`src/rtl/adc_pkg.sv`:
```
// Shared definitions for the AD747x multi-channel SPI reader.
// Holds the controller state encoding and the fixed AD747x frame geometry.
package adc_pkg;

  // Every AD747x conversion is clocked out as 16 bits, MSB first.
  localparam int FRAME_BITS = 16;
  // The first four bits of each frame are always zero on a healthy device.
  localparam int LEAD_ZEROS = 4;

  typedef enum logic [2:0] {
    ST_IDLE  = 3'd0,
    ST_SHIFT = 3'd1,
    ST_LATCH = 3'd2,
    ST_QUIET = 3'd3,
    ST_WAIT  = 3'd4
  } adc_state_t;

endpackage

```
`src/rtl/adc_sclk_gen.sv`:
```
// SCLK divider for the AD747x reader.
// While enable is high, sclk toggles every CLK_DIV clocks starting from low.
// rise_stb / fall_stb are high for the single clock whose edge makes sclk
// go high / low, so logic clocked on that edge sees the pre-toggle world.
// Dropping enable (or reset) returns sclk low and restarts the divider.
module adc_sclk_gen
  import adc_pkg::*;
#(
  parameter int CLK_DIV = 2
) (
  input  logic i_Clk,
  input  logic i_rst_n,
  input  logic enable,
  output logic sclk,
  output logic rise_stb,
  output logic fall_stb
);

  localparam int DW = (CLK_DIV > 1) ? $clog2(CLK_DIV) : 1;

  logic [DW-1:0] div_cnt;
  logic          tick;

  assign tick     = enable && (div_cnt == DW'(CLK_DIV - 1));
  assign rise_stb = tick && !sclk;
  assign fall_stb = tick && sclk;

  // Divider counter and registered SCLK; held low and cleared when disabled.
  always_ff @(posedge i_Clk) begin
    if (!i_rst_n || !enable) begin
      div_cnt <= '0;
      sclk    <= 1'b0;
    end else if (tick) begin
      div_cnt <= '0;
      sclk    <= ~sclk;
    end else begin
      div_cnt <= div_cnt + DW'(1);
    end
  end

endmodule

```
`src/rtl/adc_spi_multi.sv`:
```
// Reader for NUM_CH AD747x ADCs sharing CS_n and SCLK, one MISO per device.
// Frame sequence: IDLE -> SHIFT -> LATCH -> QUIET -> (WAIT | SHIFT | IDLE).
// Optional feature macro: ADC_SPI_MULTI_FRAME_CHK_EN adds o_frame_err, which
// flags channels whose four leading bits were not all zero.
//
// Output handshake: there is no back-pressure. o_valid is a one-clock pulse
// in the cycle o_data (and o_frame_err) take a new frame's result; o_data
// then holds until the next o_valid. o_overrun is a one-clock pulse at the
// clock where a frame is started late because i_period was below T_MIN.
module adc_spi_multi
  import adc_pkg::*;
#(
  parameter int NUM_CH       = 2,
  parameter int DATA_WIDTH   = 12,
  parameter int CLK_DIV      = 2,
  parameter int QUIET_CYCLES = 4,
  parameter int PERIOD_W     = 16
) (
  input  logic                         i_Clk,
  input  logic                         i_rst_n,
  input  logic                         i_start,
  input  logic                         i_continuous,
  input  logic [PERIOD_W-1:0]          i_period,
  output logic                         o_busy,
  output logic [NUM_CH*DATA_WIDTH-1:0] o_data,
  output logic                         o_valid,
  output logic                         o_overrun,
`ifdef ADC_SPI_MULTI_FRAME_CHK_EN
  output logic [NUM_CH-1:0]            o_frame_err,
`endif
  output adc_state_t                   o_state,
  output logic                         o_adc_cs_n,
  output logic                         o_adc_sclk,
  input  logic [NUM_CH-1:0]            i_adc_miso
);

  // Shortest achievable CS_n-fall to CS_n-fall spacing: the low window,
  // the LATCH clock and the quiet gap.
  localparam int T_MIN   = 2 * FRAME_BITS * CLK_DIV + 1 + QUIET_CYCLES;
  localparam int QW      = (QUIET_CYCLES > 1) ? $clog2(QUIET_CYCLES) : 1;
  localparam int BW      = $clog2(FRAME_BITS) + 1;
  localparam int TOP_BIT = FRAME_BITS - LEAD_ZEROS - 1;

  adc_state_t            state;
  logic [NUM_CH-1:0]     miso_s1;
  logic [NUM_CH-1:0]     miso_s2;
  logic [FRAME_BITS-1:0] shift_q [NUM_CH];
  logic [BW-1:0]         bit_cnt;
  logic [QW-1:0]         quiet_cnt;
  logic [PERIOD_W-1:0]   period_cnt;
  logic [PERIOD_W-1:0]   period_q;

  logic sclk_en;
  logic sclk_rise;
  logic sclk_fall;
  logic quiet_done;
  logic period_short;
  logic period_fits;
  logic period_hit;
  logic start_frame;

  assign sclk_en      = (state == ST_SHIFT);
  assign quiet_done   = (state == ST_QUIET) && (quiet_cnt == QW'(QUIET_CYCLES - 1));
  assign period_short = (32'(period_q) < 32'(T_MIN));
  // A period of exactly T_MIN is met by starting straight out of QUIET.
  assign period_fits  = (32'(period_q) <= 32'(T_MIN));
  assign period_hit   = (period_cnt == (period_q - PERIOD_W'(1)));
  assign start_frame  = ((state == ST_IDLE) && i_start)
                     || (quiet_done && i_continuous && period_fits)
                     || ((state == ST_WAIT) && i_continuous && period_hit);

  assign o_busy  = (state != ST_IDLE);
  assign o_state = state;

  adc_sclk_gen #(
    .CLK_DIV (CLK_DIV)
  ) u_sclk_gen (
    .i_Clk    (i_Clk),
    .i_rst_n  (i_rst_n),
    .enable   (sclk_en),
    .sclk     (o_adc_sclk),
    .rise_stb (sclk_rise),
    .fall_stb (sclk_fall)
  );

  // Two-flop synchroniser on every MISO line.
  always_ff @(posedge i_Clk) begin
    if (!i_rst_n) begin
      miso_s1 <= '0;
      miso_s2 <= '0;
    end else begin
      miso_s1 <= i_adc_miso;
      miso_s2 <= miso_s1;
    end
  end

  // Frame controller: state, CS_n, shifting, period timing and result latch.
  always_ff @(posedge i_Clk) begin
    if (!i_rst_n) begin
      state      <= ST_IDLE;
      o_adc_cs_n <= 1'b1;
      o_data     <= '0;
      o_valid    <= 1'b0;
      o_overrun  <= 1'b0;
      bit_cnt    <= '0;
      quiet_cnt  <= '0;
      period_cnt <= '0;
      period_q   <= '0;
      for (int k = 0; k < NUM_CH; k++) shift_q[k] <= '0;
`ifdef ADC_SPI_MULTI_FRAME_CHK_EN
      o_frame_err <= '0;
`endif
    end else begin
      o_valid   <= 1'b0;
      o_overrun <= 1'b0;
      if (state != ST_IDLE) period_cnt <= period_cnt + PERIOD_W'(1);

      if (start_frame) begin
        // CS_n falls here; the period is captured once per frame.
        state      <= ST_SHIFT;
        o_adc_cs_n <= 1'b0;
        bit_cnt    <= '0;
        period_cnt <= '0;
        period_q   <= i_period;
        o_overrun  <= quiet_done && period_short;
        for (int k = 0; k < NUM_CH; k++) shift_q[k] <= '0;
      end else begin
        case (state)
          ST_SHIFT: begin
            if (sclk_rise) begin
              for (int k = 0; k < NUM_CH; k++)
                shift_q[k] <= {shift_q[k][FRAME_BITS-2:0], miso_s2[k]};
              bit_cnt <= bit_cnt + BW'(1);
            end
            // The falling edge after the last rise closes the frame.
            if (sclk_fall && (bit_cnt == BW'(FRAME_BITS))) begin
              state      <= ST_LATCH;
              o_adc_cs_n <= 1'b1;
            end
          end
          ST_LATCH: begin
            for (int k = 0; k < NUM_CH; k++)
              o_data[k*DATA_WIDTH +: DATA_WIDTH] <= shift_q[k][TOP_BIT -: DATA_WIDTH];
`ifdef ADC_SPI_MULTI_FRAME_CHK_EN
            for (int k = 0; k < NUM_CH; k++)
              o_frame_err[k] <= |shift_q[k][FRAME_BITS-1 -: LEAD_ZEROS];
`endif
            o_valid   <= 1'b1;
            quiet_cnt <= '0;
            state     <= ST_QUIET;
          end
          ST_QUIET: begin
            if (quiet_done) state <= i_continuous ? ST_WAIT : ST_IDLE;
            else            quiet_cnt <= quiet_cnt + QW'(1);
          end
          ST_WAIT: begin
            if (!i_continuous) state <= ST_IDLE;
          end
          default: state <= ST_IDLE;
        endcase
      end
    end
  end

endmodule

```
`config.mk`:
```
export PLATFORM = sky130hd
export DESIGN_NAME = adc_spi_multi
export DESIGN_NICKNAME = d
export VERILOG_FILES = /design/src/rtl/adc_pkg.sv /design/src/rtl/adc_sclk_gen.sv /design/src/rtl/adc_spi_multi.sv
export SDC_FILE = /design/constraint.sdc
export NUM_CORES = 1
export LEC_CHECK = 0
export BUFFER_PORTS_ARGS = -buffer_cell sky130_fd_sc_hd__buf_4
export CORE_MARGIN = 1.5
export CORE_UTILIZATION = 50
export CTS_CLUSTER_DIAMETER = 100
export DETAILED_ROUTE_END_ITERATION = 16
export GPL_ROUTABILITY_DRIVEN = 0
export GPL_TIMING_DRIVEN = 0
export PLACE_DENSITY = 0.77
export SYNTH_ARGS = -nofsm -noshare
export SYNTH_HDL_FRONTEND = slang
export SYNTH_HIERARCHICAL = 1
export SYNTH_SLANG_ARGS = --single-unit
```
`constraint.sdc`:
```
create_clock -name i_Clk -period 3.97 [get_ports i_Clk]
set_input_delay 0.397 -clock i_Clk [delete_from_list [all_inputs] [get_ports i_Clk]]
set_output_delay 0.397 -clock i_Clk [all_outputs]
set_load 0.03 [all_outputs]
```
# ---- Yosys cells after proc, flatten, opt, wreduce, memory -nomap -nowiden
# Memories as Yosys holds them, arrays and structs flattened.
# Cells that the tools add are included.
# Widths: inputs -> output; s select.
dict set report totals {
  reg_bits 75
  mem_bits_rw 32
  mem_count 1
}
dict set report op_classes {
  add_sub_neg 5
  n_lt_le_gt_ge 2
  n_eq_ne 14
  n_mux 25
  bitwise 7
  n_reduce_logical 31
}
# memory depth word_bits rd rd_ports_with_merged_regs wr line
set mem_list {}
lappend mem_list {shift_q 2 16 2 0 2 adc_spi_multi.sv:47} ;# logic [FRAME_BITS-1:0] shift_q [NUM_CH];
# cell n
set op_table {}
lappend op_table {{$mux 16} 4}
lappend op_table {{$add 16x1->16 const B} 1}
lappend op_table {{$eq 16x16->1} 1}
lappend op_table {{$le 16x7->1 const B} 1}
lappend op_table {{$lt 16x7->1 const B} 1}
lappend op_table {{$sub 16x1->16 const B} 1}
lappend op_table {{$mux 1} 14}
lappend op_table {{$mux 3} 4}
lappend op_table {{$pmux 3 s4} 1}
lappend op_table {{$logic_and 1x1->1} 11}
lappend op_table {{$ne 3x3->1 const B} 3}
lappend op_table {{$reduce_and 3->1} 3}
lappend op_table {{$ne 2x2->1 const B} 4}
lappend op_table {{$reduce_and 2->1} 4}
lappend op_table {{$eq 3x2->1 const B} 2}
lappend op_table {{$reduce_bool 2->1} 3}
lappend op_table {{$add 5x1->5 const B} 1}
lappend op_table {{$eq 5x5->1 const B} 1}
lappend op_table {{$or 1x1->1} 4}
lappend op_table {{$pmux 2 s2} 1}
lappend op_table {{$reduce_or 2->1} 2}
lappend op_table {{$eq 3x1->1 const B} 1}
lappend op_table {{$eq 3x3->1 const B} 1}
lappend op_table {{$logic_not 1->1} 3}
lappend op_table {{other kinds (8)} 12}

# ---- Logic depth before layout (Yosys ltp)
dict set report depth {
  depth_word 11
  mapped_depth 11
}

# ---- Modules after synthesis
# The synthesis kept the hierarchy.
# module instances cells_each area_each_um2
set by_module_without_submodules {}
lappend by_module_without_submodules {adc_spi_multi 1 467 4400.5}
lappend by_module_without_submodules {adc_sclk_gen 1 9 75.1}

# ---- Least setup slack after synthesis
# No wires, ideal clock.
dict set report synth_timing {
  path_type {flip-flop to flip-flop}
  from {register period_q[0]}
  to {memory shift_q[0][0], enable pin}
  setup_time_ns 0.385
  arrival_ns 2.646
  t_required_ns 3.585
  slack_ns 0.939
  path_stages_with_launch 9
  n_path_buf 0
  path_cell_list {dfxtp_1 inv_1 ha_1 xor2_1 nand4_1 or4_1 a2111oi_4 nand4_2 nand3_1}
}
# item line
set synth_lines {}
lappend synth_lines {{start, declared} adc_spi_multi.sv:51} ;# logic [PERIOD_W-1:0] period_q;
lappend synth_lines {{start signal, assigned} adc_spi_multi.sv:124} ;# period_q <= i_period;
lappend synth_lines {{end, declared} adc_spi_multi.sv:47}

==> out/results.txt <==
Status: completed
Number of flops mapped to enable cells by yosys: 24
Register area share after synthesis: 49.7%
Area delta synth->final: 17.3%
Final Util: 60.5%
All-layer global routing usage: 19.7%
CP Capture Type: register
Total gr overflow: 0
Least-Margin Pin Slew: 1150 ps
Max-slew violation count: 0
Max frequency: 278 MHz
Cells after Synth: 476
Vias in the first global route: 3,297
Top Ports: 54
Routed WL: 8990 um
Die Width: 97.6 um
Peak supply drop: 0.000202 V
Post-DRT Antenna Nets: 0
Layout cell share with drive strength beyond 1: 15.2%
Hold Buf Count CTS: 0
Setup CP Type: reg2reg
Switching Power: 0.000522 W
Initial core utilization: 51.6%
Full die area: 9530 um^2
Top_reg_cell synth: dfxtp_1
Setup violators final: 0
Initial DRC Count: 122
Vias per inst: 5.25
Post-Syn Area: 4480 um^2
Crit Path Max Fanout: 25
Syn nets: 504
TritonCTS Buffers: 9
Max Root-Sink Buffers: 2
Skew final: 13.1 ps
Worst EP arrival: 3590 ps
Post-CTS setup buffer count: 0
Largest net degree at the start of global routing: 26
IO Port Bufs: 53
Commonest non-fill, non-tap cells in the layout: nand2_1 (99), dfxtp_1 (75), buf_4 (53)
Clock sinks: 99
First-pass GRT wire length: 15,100 um
RSZ-0062 raised after global routing: no
Drt first pass iters: 5
Fillers: 727
H-Tree Depth: 3
Min Tclk post-route: 3600 ps
Row count: 34
Required @ worst endpoint: 3960 ps
Sequential share of power: 52.8%
Switching Fraction: 25.3%
Die Y: 97.6 um
Fin crit share: 90.6%
Nets: 568
Reg clk slew, reported paths: 100 ps
Worst skew pair latency: 370 ps
Warning count from the yosys run: 6
Root Driver: clkbuf_8
PD cells: 393 nW/um^2
Fin. Hold Viols: 0
Combinational Power Share: 10.0%
R2R setup slack: 370 ps
Min-Delay Startpoint: i_adc_miso[0]
Distinct cells, synth: 51
Commonest non-fill, non-tap cell in the layout: nand2_1
Crit path launch type: register
HP Class: in2reg
Worst R2R Start: period_q[0]
#FFs+latches synth: 99
Ant. Diodes: 0
Initial antenna violation count: 0
Internal cell power: 0.00154 W
Core outline area: 8680 um^2
Ys async rst share: 0%
Slew HR: 23.2%
Crit path from: period_q[0]
Syn Area/Cell: 9.40 um^2
# DRC: 0
Max-Cap Viols: 0
Vias: 3,430
Clk pwr share: 37.1%
CTS tree: built
Leakage Power: 2.10 nW
Post-cts sizing count: 0
Setup_tns: 0 ps
WL/cell: 13.8 um
Hpwl dp: 6640 um
## cell type report
| type | count | area [um^2] | area share, % |
|---|---|---|---|
| clock buffers | 10 | 138 | 2.62 |
| clock inverters | 6 | 105 | 2.00 |
| repair buffers | 53 | 398 | 7.58 |
| multi-input cells | 349 | 2120 | 40.3 |
| well taps | 108 | 135 | 2.57 |
| inverters | 8 | 30.0 | 0.572 |
| plain buffers | 20 | 108 | 2.05 |
| flip-flops and latches | 99 | 2220 | 42.3 |
## sequential cells by signal, indices dropped and copies added, names as in the netlist
| signal | flops |
|---|---|
| bit_cnt | 5 |
| miso_s1 | 2 |
| miso_s2 | 2 |
| o_adc_cs_n | 1 |
| o_data | 24 |
| o_overrun | 1 |
| o_state | 3 |
| o_valid | 1 |
| period_cnt | 16 |
| period_q | 16 |
| quiet_cnt | 2 |
| shift_q | 24 |
| u_sclk_gen/div_cnt | 1 |
| u_sclk_gen/sclk | 1 |
## critical path, cell delays in order (launching register included)
cell,delay (ps)
dfxtp_1,380
inv_1,80
ha_1,230
or4b_1,560
nor3_1,290
o211ai_1,190
a2111oi_4,390
nand4_2,200
nand3_1,900
## routing by layer
layer / track usage (%) / vias up / part of all wire (%)
met5: 0 / - / 0
met4: 4.62 / 0 / 1.0
met1: 23.9 / 1616 / 45
met3: 5.11 / 9 / 3.7
met2: 35.0 / 74 / 50
li1: - / 1731 / -
## stage by stage
step	total power [W]	instances	hold WS, ps	setup slack [ps]	instance area (um^2)
global placement	0.00131	637	416	459	5010
floorplan	0.00126	476	412	939	4480
finish	0.00207	653	237	372	5250
global route	0.00215	653	217	124	5250
detailed placement	0.00132	637	423	382	5010
CTS	0.00208	653	222	386	5250
## Yosys cell counts, types with 3 or more instances
cell type	count	area (um^2)
and2_1	32	200
nor4_1	6	37.5
o21ai_0	7	35.0
nor2b_1	7	43.8
xor2_1	13	114
xnor2_1	24	210
a211oi_1	3	22.5
edfxtp_1	24	721
clkbuf_1	15	56.3
a21boi_0	25	188
nand4b_1	4	35.0
or3_1	3	18.8
nand2_1	99	372
nor3_1	5	25.0
nand4_1	7	43.8
and3_1	9	56.3
a21oi_1	7	35.0
nand3_1	7	35.0
inv_1	8	30.0
nor2_1	41	154
ha_1	6	75.1
dfxtp_1	75	1500
mux2i_1	16	160
## cell families after synthesis
logic type | after synthesis | synth area share (%)
mux | 16 | 3.58
buf+inv | 28 | 3.07
flops | 99 | 49.7
fa+ha+maj | 6 | 1.68
simple gates | 240 | 26.6
xor+xnor | 37 | 7.24
compound gates | 50 | 8.16
## worst paths after layout
check,to,depth (start not counted)
min reg2reg,miso_s2[0],1
max,shift_q[0][16],8
min,miso_s1[0],2
max reg2reg,shift_q[0][16],8
## power by group through the flow
stage	Combinational, W	Sequential [W]	Clock, W
2_1_floorplan	0.000148	0.00111	0
3_3_place_gp	0.000202	0.00111	0
3_5_place_dp	0.000207	0.00111	0
4_1_cts	0.000207	0.00109	0.000779
5_1_grt	0.000226	0.00110	0.000824
6_report	0.000208	0.00109	0.000767
(Power assumes the default switching activity.)
